--- config.mk ---
export PLATFORM = sky130hd
export DESIGN_NAME = udp_rx_parser_flat
export DESIGN_NICKNAME = d
export VERILOG_FILES = /design/src/rtl/udp_rx_parser_if.sv /design/src/rtl/udp_rx_parser.sv /design/src/flat_wrapper.sv
export SDC_FILE = /design/constraint.sdc
export NUM_CORES = 1
export LEC_CHECK = 0
export CORE_UTILIZATION = 53
export CTS_BUF_LIST = sky130_fd_sc_hd__clkbuf_8
export DETAILED_ROUTE_END_ITERATION = 10
export PLACE_DENSITY = 0.91
export REMOVE_ABC_BUFFERS = 1
export SLEW_MARGIN = 20
export SYNTH_ARGS = -nofsm -noshare
export SYNTH_HDL_FRONTEND = slang
export SYNTH_SLANG_ARGS = --single-unit
--- constraint.sdc ---
create_clock -name clk -period 2.63 [get_ports clk]
set_input_delay 0.6575 -clock clk [delete_from_list [all_inputs] [get_ports clk]]
set_output_delay 0.6575 -clock clk [all_outputs]
set_load 0.01 [all_outputs]
--- src/rtl/udp_rx_parser_if.sv ---
// IP RX -> UDP RX stream bundle. The upstream IPv4 layer drives through the
// master view; the UDP parser consumes it through the slave view.
interface udp_rx_parser_if;
  logic        ip_rx_start;
  logic [7:0]  ip_rx_protocol;
  logic [31:0] ip_rx_src_ip;
  logic [7:0]  ip_rx_data_in;
  logic        ip_rx_data_in_valid;
  logic        ip_rx_data_in_last;

  logic        udp_rx_start;
  logic [31:0] udp_rx_src_ip;
  logic [15:0] udp_rx_src_port;
  logic [15:0] udp_rx_dst_port;
  logic [15:0] udp_rx_data_length;
  logic [7:0]  udp_rx_data_out;
  logic        udp_rx_data_out_valid;
  logic        udp_rx_data_out_last;
  logic        udp_rx_error;

  modport master (
    output ip_rx_start, ip_rx_protocol, ip_rx_src_ip,
           ip_rx_data_in, ip_rx_data_in_valid, ip_rx_data_in_last,
    input  udp_rx_start, udp_rx_src_ip, udp_rx_src_port, udp_rx_dst_port,
           udp_rx_data_length, udp_rx_data_out, udp_rx_data_out_valid,
           udp_rx_data_out_last, udp_rx_error
  );

  modport slave (
    input  ip_rx_start, ip_rx_protocol, ip_rx_src_ip,
           ip_rx_data_in, ip_rx_data_in_valid, ip_rx_data_in_last,
    output udp_rx_start, udp_rx_src_ip, udp_rx_src_port, udp_rx_dst_port,
           udp_rx_data_length, udp_rx_data_out, udp_rx_data_out_valid,
           udp_rx_data_out_last, udp_rx_error
  );
endinterface

--- src/rtl/udp_rx_parser.sv ---
// UDP receive parser: strips the 8-byte UDP header from the IPv4 RX payload
// stream, publishes the decoded header and forwards the payload with a fixed
// one-cycle latency. Push-only, no backpressure.
module udp_rx_parser #(
  parameter bit          PORT_FILTER_EN = 1'b0,
  parameter logic [15:0] LISTEN_PORT    = 16'h0000
) (
  input  logic            clk,
  input  logic            reset,
  udp_rx_parser_if.slave  bus
);

  localparam logic [7:0] PROTO_UDP = 8'h11;

  typedef enum logic [1:0] {
    IDLE    = 2'd0,
    HDR     = 2'd1,
    DATA    = 2'd2,
    DISCARD = 2'd3
  } state_t;

  state_t      state_r;
  logic [2:0]  hdr_cnt_r;
  logic [15:0] pay_cnt_r;
  logic [31:0] src_ip_r;
  logic [15:0] src_port_r;
  logic [15:0] dst_port_r;
  logic [15:0] length_r;

  // Published outputs; header fields are only refreshed on a start pulse.
  logic        start_r;
  logic [31:0] src_ip_out_r;
  logic [15:0] src_port_out_r;
  logic [15:0] dst_port_out_r;
  logic [15:0] data_len_out_r;
  logic [7:0]  data_out_r;
  logic        data_valid_r;
  logic        data_last_r;
  logic        error_r;

  logic [15:0] payload_len_s;
  logic        len_short_s;
  logic        port_reject_s;
  logic [15:0] pay_cnt_next_s;
  logic        count_done_s;

  // Header decode and payload-count helpers, evaluated against the stored header.
  always_comb begin
    payload_len_s  = length_r - 16'd8;
    len_short_s    = (length_r < 16'd8);
    port_reject_s  = PORT_FILTER_EN && (dst_port_r != LISTEN_PORT);
    pay_cnt_next_s = pay_cnt_r + 16'd1;
    count_done_s   = (pay_cnt_next_s == data_len_out_r);
  end

  // Parser FSM with all outputs registered; a new start always wins and aborts.
  always_ff @(posedge clk or negedge reset) begin
    if (!reset) begin
      state_r        <= IDLE;
      hdr_cnt_r      <= 3'd0;
      pay_cnt_r      <= 16'd0;
      src_ip_r       <= 32'd0;
      src_port_r     <= 16'd0;
      dst_port_r     <= 16'd0;
      length_r       <= 16'd0;
      start_r        <= 1'b0;
      src_ip_out_r   <= 32'd0;
      src_port_out_r <= 16'd0;
      dst_port_out_r <= 16'd0;
      data_len_out_r <= 16'd0;
      data_out_r     <= 8'd0;
      data_valid_r   <= 1'b0;
      data_last_r    <= 1'b0;
      error_r        <= 1'b0;
    end else begin
      start_r      <= 1'b0;
      data_valid_r <= 1'b0;
      data_last_r  <= 1'b0;
      error_r      <= 1'b0;
      if (bus.ip_rx_start) begin
        // A start outside IDLE means the previous datagram never saw its last byte.
        error_r   <= (state_r != IDLE);
        src_ip_r  <= bus.ip_rx_src_ip;
        hdr_cnt_r <= 3'd0;
        pay_cnt_r <= 16'd0;
        state_r   <= (bus.ip_rx_protocol == PROTO_UDP) ? HDR : DISCARD;
      end else if (bus.ip_rx_data_in_valid) begin
        case (state_r)
          HDR: begin
            case (hdr_cnt_r)
              3'd0:    src_port_r[15:8] <= bus.ip_rx_data_in;
              3'd1:    src_port_r[7:0]  <= bus.ip_rx_data_in;
              3'd2:    dst_port_r[15:8] <= bus.ip_rx_data_in;
              3'd3:    dst_port_r[7:0]  <= bus.ip_rx_data_in;
              3'd4:    length_r[15:8]   <= bus.ip_rx_data_in;
              3'd5:    length_r[7:0]    <= bus.ip_rx_data_in;
              default: ; // checksum bytes are consumed but not verified
            endcase
            hdr_cnt_r <= hdr_cnt_r + 3'd1;
            if (hdr_cnt_r == 3'd7) begin
              if (len_short_s) begin
                error_r <= 1'b1;
                state_r <= bus.ip_rx_data_in_last ? IDLE : DISCARD;
              end else if (port_reject_s) begin
                state_r <= bus.ip_rx_data_in_last ? IDLE : DISCARD;
              end else begin
                start_r        <= 1'b1;
                src_ip_out_r   <= src_ip_r;
                src_port_out_r <= src_port_r;
                dst_port_out_r <= dst_port_r;
                data_len_out_r <= payload_len_s;
                pay_cnt_r      <= 16'd0;
                if (bus.ip_rx_data_in_last) begin
                  // Header-only datagram is truncated unless it declares no payload.
                  error_r <= (payload_len_s != 16'd0);
                  state_r <= IDLE;
                end else if (payload_len_s == 16'd0) begin
                  state_r <= DISCARD;
                end else begin
                  state_r <= DATA;
                end
              end
            end else if (bus.ip_rx_data_in_last) begin
              error_r <= 1'b1;
              state_r <= IDLE;
            end else begin
              state_r <= HDR;
            end
          end
          DATA: begin
            data_out_r   <= bus.ip_rx_data_in;
            data_valid_r <= 1'b1;
            pay_cnt_r    <= pay_cnt_next_s;
            data_last_r  <= count_done_s | bus.ip_rx_data_in_last;
            if (bus.ip_rx_data_in_last) begin
              error_r <= ~count_done_s;
              state_r <= IDLE;
            end else if (count_done_s) begin
              // Remaining IP payload is Ethernet padding.
              state_r <= DISCARD;
            end else begin
              state_r <= DATA;
            end
          end
          DISCARD: begin
            state_r <= bus.ip_rx_data_in_last ? IDLE : DISCARD;
          end
          default: ; // IDLE ignores bytes that arrive without a start
        endcase
      end else begin
        state_r <= state_r;
      end
    end
  end

  assign bus.udp_rx_start          = start_r;
  assign bus.udp_rx_src_ip         = src_ip_out_r;
  assign bus.udp_rx_src_port       = src_port_out_r;
  assign bus.udp_rx_dst_port       = dst_port_out_r;
  assign bus.udp_rx_data_length    = data_len_out_r;
  assign bus.udp_rx_data_out       = data_out_r;
  assign bus.udp_rx_data_out_valid = data_valid_r;
  assign bus.udp_rx_data_out_last  = data_last_r;
  assign bus.udp_rx_error          = error_r;

endmodule

--- src/flat_wrapper.sv ---
// flat-port wrapper written by rule: the top's interface ports become plain ports
module udp_rx_parser_flat 
#(
  parameter bit          PORT_FILTER_EN = 1'b0,
  parameter logic [15:0] LISTEN_PORT    = 16'h0000
)
  (clk, reset, bus_ip_rx_start, bus_ip_rx_protocol, bus_ip_rx_src_ip, bus_ip_rx_data_in, bus_ip_rx_data_in_valid, bus_ip_rx_data_in_last, bus_udp_rx_start, bus_udp_rx_src_ip, bus_udp_rx_src_port, bus_udp_rx_dst_port, bus_udp_rx_data_length, bus_udp_rx_data_out, bus_udp_rx_data_out_valid, bus_udp_rx_data_out_last, bus_udp_rx_error);
  udp_rx_parser_if bus_i ();
  input  logic clk;
  input  logic reset;
  input wire logic [$bits(bus_i.ip_rx_start)-1:0] bus_ip_rx_start;
  input wire logic [$bits(bus_i.ip_rx_protocol)-1:0] bus_ip_rx_protocol;
  input wire logic [$bits(bus_i.ip_rx_src_ip)-1:0] bus_ip_rx_src_ip;
  input wire logic [$bits(bus_i.ip_rx_data_in)-1:0] bus_ip_rx_data_in;
  input wire logic [$bits(bus_i.ip_rx_data_in_valid)-1:0] bus_ip_rx_data_in_valid;
  input wire logic [$bits(bus_i.ip_rx_data_in_last)-1:0] bus_ip_rx_data_in_last;
  output wire logic [$bits(bus_i.udp_rx_start)-1:0] bus_udp_rx_start;
  output wire logic [$bits(bus_i.udp_rx_src_ip)-1:0] bus_udp_rx_src_ip;
  output wire logic [$bits(bus_i.udp_rx_src_port)-1:0] bus_udp_rx_src_port;
  output wire logic [$bits(bus_i.udp_rx_dst_port)-1:0] bus_udp_rx_dst_port;
  output wire logic [$bits(bus_i.udp_rx_data_length)-1:0] bus_udp_rx_data_length;
  output wire logic [$bits(bus_i.udp_rx_data_out)-1:0] bus_udp_rx_data_out;
  output wire logic [$bits(bus_i.udp_rx_data_out_valid)-1:0] bus_udp_rx_data_out_valid;
  output wire logic [$bits(bus_i.udp_rx_data_out_last)-1:0] bus_udp_rx_data_out_last;
  output wire logic [$bits(bus_i.udp_rx_error)-1:0] bus_udp_rx_error;
  assign bus_i.ip_rx_start = bus_ip_rx_start;
  assign bus_i.ip_rx_protocol = bus_ip_rx_protocol;
  assign bus_i.ip_rx_src_ip = bus_ip_rx_src_ip;
  assign bus_i.ip_rx_data_in = bus_ip_rx_data_in;
  assign bus_i.ip_rx_data_in_valid = bus_ip_rx_data_in_valid;
  assign bus_i.ip_rx_data_in_last = bus_ip_rx_data_in_last;
  assign bus_udp_rx_start = bus_i.udp_rx_start;
  assign bus_udp_rx_src_ip = bus_i.udp_rx_src_ip;
  assign bus_udp_rx_src_port = bus_i.udp_rx_src_port;
  assign bus_udp_rx_dst_port = bus_i.udp_rx_dst_port;
  assign bus_udp_rx_data_length = bus_i.udp_rx_data_length;
  assign bus_udp_rx_data_out = bus_i.udp_rx_data_out;
  assign bus_udp_rx_data_out_valid = bus_i.udp_rx_data_out_valid;
  assign bus_udp_rx_data_out_last = bus_i.udp_rx_data_out_last;
  assign bus_udp_rx_error = bus_i.udp_rx_error;
  udp_rx_parser #(.PORT_FILTER_EN(PORT_FILTER_EN), .LISTEN_PORT(LISTEN_PORT)) u_core (.clk(clk), .reset(reset), .bus(bus_i));
endmodule
Word level (Yosys, flattened, before mapping):

Cells that the tools add are included.
Widths: inputs -> output; s select.

* $add $sub $neg: 3
* multiply operators: 0
* divide/modulo/power cells: 0
* order comparisons: 1
* eq/ne operators: 13
* shift operators: 0
* mux-type cells: 39
* bitwise operators: 4
* reduce and logical (&&, ||, !) cells: 19

Operators with widths (count)
* $mux 16: 4
* $pmux 16 s2: 1
* $reduce_and 4->1: 7
* $mux 1: 21
* $add 16x1->16 const B: 1
* $eq 16x16->1: 1
* $logic_not 16->1: 1
* $lt 16x4->1 const B: 1
* $mux 2: 8
* $reduce_bool 16->1: 1
* $sub 16x4->16 const B: 1
* $eq 3x3->1 const B: 3
* $mux 3: 3
* $eq 8x5->1 const B: 1
* $eq 3x2->1 const B: 2
* $pmux 2 s3: 1
* $reduce_bool 2->1: 3
* $reduce_and 5->1: 1
* $eq 2x2->1 const B: 2
* $reduce_and 2->1: 2
* $reduce_bool 4->1: 1
* $add 3x1->3 const B: 1
* $eq 3x1->1 const B: 1
* $logic_not 3->1: 1
* other kinds (8): 10

* register bits after elaboration: 193
* bits in latches: 0
* memory bits (writable): 0
* memory bits (read-only): 0
* input port bits: 53
* output and inout bits: 92
* memories kept: 0

Longest topological paths before layout:

* word-level depth: 9
* depth in mapped cells: 9

Worst setup path before layout:

OpenSTA, ideal clock, no wires.

* path type: reg-to-reg
* start: register u_core.length_r[3]
* end: register u_core.error_r (netlist: u_core.bus.udp_rx_error)
* setup time: 0.142 ns
* arrival: 2.136 ns
* setup slack: 0.352 ns
* stages on the path, launching flop included: 9
* path through: dfrtp_1 inv_1 ha_1 or4b_2 nor4_1 xnor2_1 nand4_1 o21ai_0 o221ai_1

* cells in the longest elaborated chain, start to end: 8

RTL lines
* start, declared: line udp_rx_parser.sv:28 `logic [15:0] length_r;`
* start signal, assigned: line udp_rx_parser.sv:96 `3'd5: length_r[7:0] <= bus.ip_rx_data_in;`
* $sub 16x4->16: line udp_rx_parser.sv:49 `payload_len_s = length_r - 16'd8;`
* named net u_core.payload_len_s[3]: line udp_rx_parser.sv:41 `logic [15:0] payload_len_s;`
* $reduce_bool 16->1: line udp_rx_parser.sv:115 `error_r <= (payload_len_s != 16'd0);`
* $mux 1: line udp_rx_parser.sv:113 `if (bus.ip_rx_data_in_last) begin`
* $mux 1: line udp_rx_parser.sv:101 `if (len_short_s) begin`
* $mux 1: line udp_rx_parser.sv:100 `if (hdr_cnt_r == 3'd7) begin`
* $pmux 1 s2: line udp_rx_parser.sv:88 `case (state_r)`
* $mux 1: line udp_rx_parser.sv:87 `end else if (bus.ip_rx_data_in_valid) begin`
* $mux 1: line udp_rx_parser.sv:80 `if (bus.ip_rx_start) begin`
* end signal, assigned: line udp_rx_parser.sv:82 `error_r <= (state_r != IDLE);`
* end signal, assigned: line udp_rx_parser.sv:115
* end signal, assigned: line udp_rx_parser.sv:136 `error_r <= ~count_done_s;`
* end, declared: line udp_rx_parser.sv:39 `logic error_r;`

The timed path passes the listed nets, and every way through them passes these cells.
A chain may end at the register's enable or synchronous reset.

Worst setup path after layout:

* start: register u_core.pay_cnt_r[7]
* end: register u_core.error_r (netlist: u_core.bus.udp_rx_error)

* cells in the longest elaborated chain, start to end: 7

RTL lines
* start, declared: line udp_rx_parser.sv:24 `logic [15:0] pay_cnt_r;`
* start signal, assigned: line udp_rx_parser.sv:133 `pay_cnt_r <= pay_cnt_next_s;`
* $add 16x1->16: line udp_rx_parser.sv:52 `pay_cnt_next_s = pay_cnt_r + 16'd1;`
* $eq 16x16->1: line udp_rx_parser.sv:53 `count_done_s = (pay_cnt_next_s == data_len_out_r);`
* $not 1->1: line udp_rx_parser.sv:136
* $mux 1: line udp_rx_parser.sv:135 `if (bus.ip_rx_data_in_last) begin`
* $pmux 1 s2: line udp_rx_parser.sv:88
* $mux 1: line udp_rx_parser.sv:87
* $mux 1: line udp_rx_parser.sv:80

Every way passes these cells.

==> out/metrics.yaml <==
yosys:
  synthesis.instances: 787
  synth_edf_count: 0
  synth-compound-area-share: 0.0493
  synth_top_cell_by_area: "dfrtp_1"
  async_reset_ff_frac: 1.00
  synth_area_leaders: "dfrtp_1 (58%), nand2_1 (12%), mux2_2 (11%)"
  avgSynthCellArea_sq_um: 10.6
  synth_most_common_cell: "nand2_1"
  synth-xor-area-share: 0.0398
  synth_top_family_by_area: "simple AND/OR/NAND/NOR gates"
  netlist_top_cells_count: "nand2_1 (259), dfrtp_1 (193), mux2_2 (81)"
  ys_types: 50
  synthAdderAreaFrac: 0.0179
  synth_area_sq_mm: 0.00837
  synth-simple-area-share: 0.180
  synth_seq_cells: 193
  ys.flop_type: "dfrtp_1"
  yosys.area.top_type_share: 0.577
  yosysSeqAreaShare: 0.577
  muxShareOfSynthArea: 0.111
  ys_warn_count: 0
cells_and_area:
  antenna_cells: 0
  layout.cells.non_filler: 1167
  syn2layout_area_growth_pct: 26.1
  fin_nets: 1008
  drive_above_1_share: 0.160
worst_setup_path:
  required_ps: 2950
  end_kind: "flop"
  crit_type: "flop to flop"
  path_delay_family: "simple AND/OR/NAND/NOR gates"
  startpoint_type: "flop"
  critPathArrivalTime_ps: 2850
  path_buf_inv: 0
  cpPeakStageDelay_ps: 650
  slowest_stage: "or4_1"
  cp_max_fo: 7
  path_cells: "nand4_1 -> or4_1 -> xnor2_1 -> nand3_1 -> nor4_2 -> o221ai_1"
clock_network:
  clock_latency_ps: 470
  cts_root_buf: "clkbuf_8"
  cts_setup_buffers: 0
  clockBufferDepth: 2
  cts_hold_buf: 0
  cts.sinks: 193
  path_clk_slew_ps: 90
  ctsHtreeMaxLevel: 4
  cts_tree: "done"
  cts_resized: 0
  cts_buffers: 17
grt:
  grt_pass1_wl_microns: 31900
  antenna_found_initial: 0
  grt_max_degree: 58
  grt_pass1_vias: 6211
  track_usage: 0.254
  grt-ovfl-total: 0
timing:
  drv_slew: 0
  hold_viol_final: 0
  finalCriticalPeriod_ps: 2530
  final.setup.tns_ps: 0
  fin_skew_ps: 12.8
  tightest_slew_ps: 529
  rsz0062_at_grt: "false"
  setup_viol: 0
  fmax_mhz: 395
  slew_headroom: 0.644
  finalCritPeriodShare: 0.962
min_path:
  hold_path_class: "input port to async pin"
detailed_routing:
  drc: 0
  via_per_inst: 5.37
  drtIter0Drc: 513
  wl_microns: 19400
  wl_per_cell_microns: 16.6
  detail-route-antenna-nets: 0
  dr.pass1.iters: 5
  num_vias: 6269
place:
  gp_congestion: 0.917
  dp.cells: 1135
  hpwlAfterDp_microns: 13400
  io_buffers: 144
power:
  p_per_area_mw_per_mm2: 598
  vdd_ir_drop_max_uv: 388
  leakage_nw: 5.06
run:
  drv_cap: 0
outcome:
  outcome: "completed"
floorplan:
  die_w_microns: 128
  placeableCoreArea_sq_mm: 0.0153
  die_h_microns: 128
  io-pin-count: 145
  initial_core_util: 0.547
  dieArea_sq_mm: 0.0163
  fp-row-count: 45
-- cell usage in the layout, fill, tap and decap left out, types with 11 or more instances in the layout --
cell and instances:
a21oi_1 11, clkbuf_8 21, dfrtp_1 193, clkdlybuf4s50_1 142, mux2_2 81, o21ai_0 20
ha_1 12, inv_1 14, nand2_1 259, nand3_1 24, xnor2_1 29, buf_4 21
-- state kept, by name (all words and copies together), names as in the netlist, 2 cells and up --
signal / flops
u_core.dst_port_r: 16
u_core.src_port_r: 16
u_core.bus.udp_rx_dst_port: 16
u_core.src_ip_r: 32
u_core.hdr_cnt_r: 3
u_core.length_r: 16
u_core.state_r: 2
u_core.bus.udp_rx_data_out: 8
u_core.pay_cnt_r: 16
u_core.bus.udp_rx_src_ip: 32
u_core.bus.udp_rx_src_port: 16
u_core.bus.udp_rx_data_length: 16
-- worst register-to-register path, cell delays in order, from the launching register on --
cell and delay (ps):
dfrtp_1 470, nand4_1 300, or4_1 650, xnor2_1 160
nand3_1 100, nor4_2 520, o221ai_1 180
-- final cells by class --
cell class / instances / area [sq um]
fill: 1146 / 4760
sequential: 193 / 4830
clock buffer: 20 / 275
inverter: 16 / 60.1
timing repair buffer: 170 / 1700
tap: 211 / 264
multi-input combinational: 545 / 3330
clock inverter: 12 / 96.3
-- cell families after synthesis --
kind of cell / count (synthesis)
AO/OA/AOI/OAI: 64
XOR/XNOR: 38
multiplexers: 82
AND/OR/NAND/NOR: 349
adder cells (fa/ha/maj): 12
flip-flops: 193
buffers and inverters: 49
-- path summary, 6_finish.rpt --
path,start,end,slack [ps],cells past startpoint
setup reg to reg,u_core.pay_cnt_r[7]$_DFFE_PN0P_,u_core.bus.udp_rx_error$_DFF_PN0_,100,6
min in group clk,u_core.src_ip_r[19]$_DFFE_PN0P_,u_core.bus.udp_rx_src_ip[19]$_DFFE_PN0P_,470,2
max in group asynchronous,reset,u_core.src_ip_r[10]$_DFFE_PN0P_,1750,2
setup / recovery,u_core.pay_cnt_r[7]$_DFFE_PN0P_,u_core.bus.udp_rx_error$_DFF_PN0_,100,6
hold / removal,reset,u_core.bus.udp_rx_src_ip[16]$_DFFE_PN0P_,150,1
hold reg to reg,u_core.src_ip_r[19]$_DFFE_PN0P_,u_core.bus.udp_rx_src_ip[19]$_DFFE_PN0P_,470,2
-- metrics by stage --
stage / utilization / power [mW] / setup WS, ps / hold slack, ps / instance area [sq um]
global route: 0.689 / 6.61 / 11.8 / 165 / 10600
floorplan: - / 4.02 / -675 / 362 / 8220
CTS: 0.689 / 6.33 / 89.3 / 155 / 10600
finish: 0.689 / 6.31 / 99.7 / 151 / 10600
detailed placement: 0.665 / 4.51 / 7.49 / 451 / 10200
global placement: 0.665 / 4.45 / 79.2 / 441 / 10200
-- power by group --
part,internal [mW],switching (mW),leakage (nW)
sequential,3.24,0.189,2.57
clock,0.752,1.09,0.190
combinational,0.568,0.471,2.29
-- per-layer routing --
layer  GRT usage  share of wire  up-vias  routed length, microns
met5           0              0        -                       0
met4      0.0810          0.018        0                     342
met3      0.0509          0.048       25                     924
met2       0.417           0.49      184                    9460
met1       0.344           0.45     3096                    8680
li1            -              -     2964                       -
Note: power is estimated with default switching activity, not from simulation.
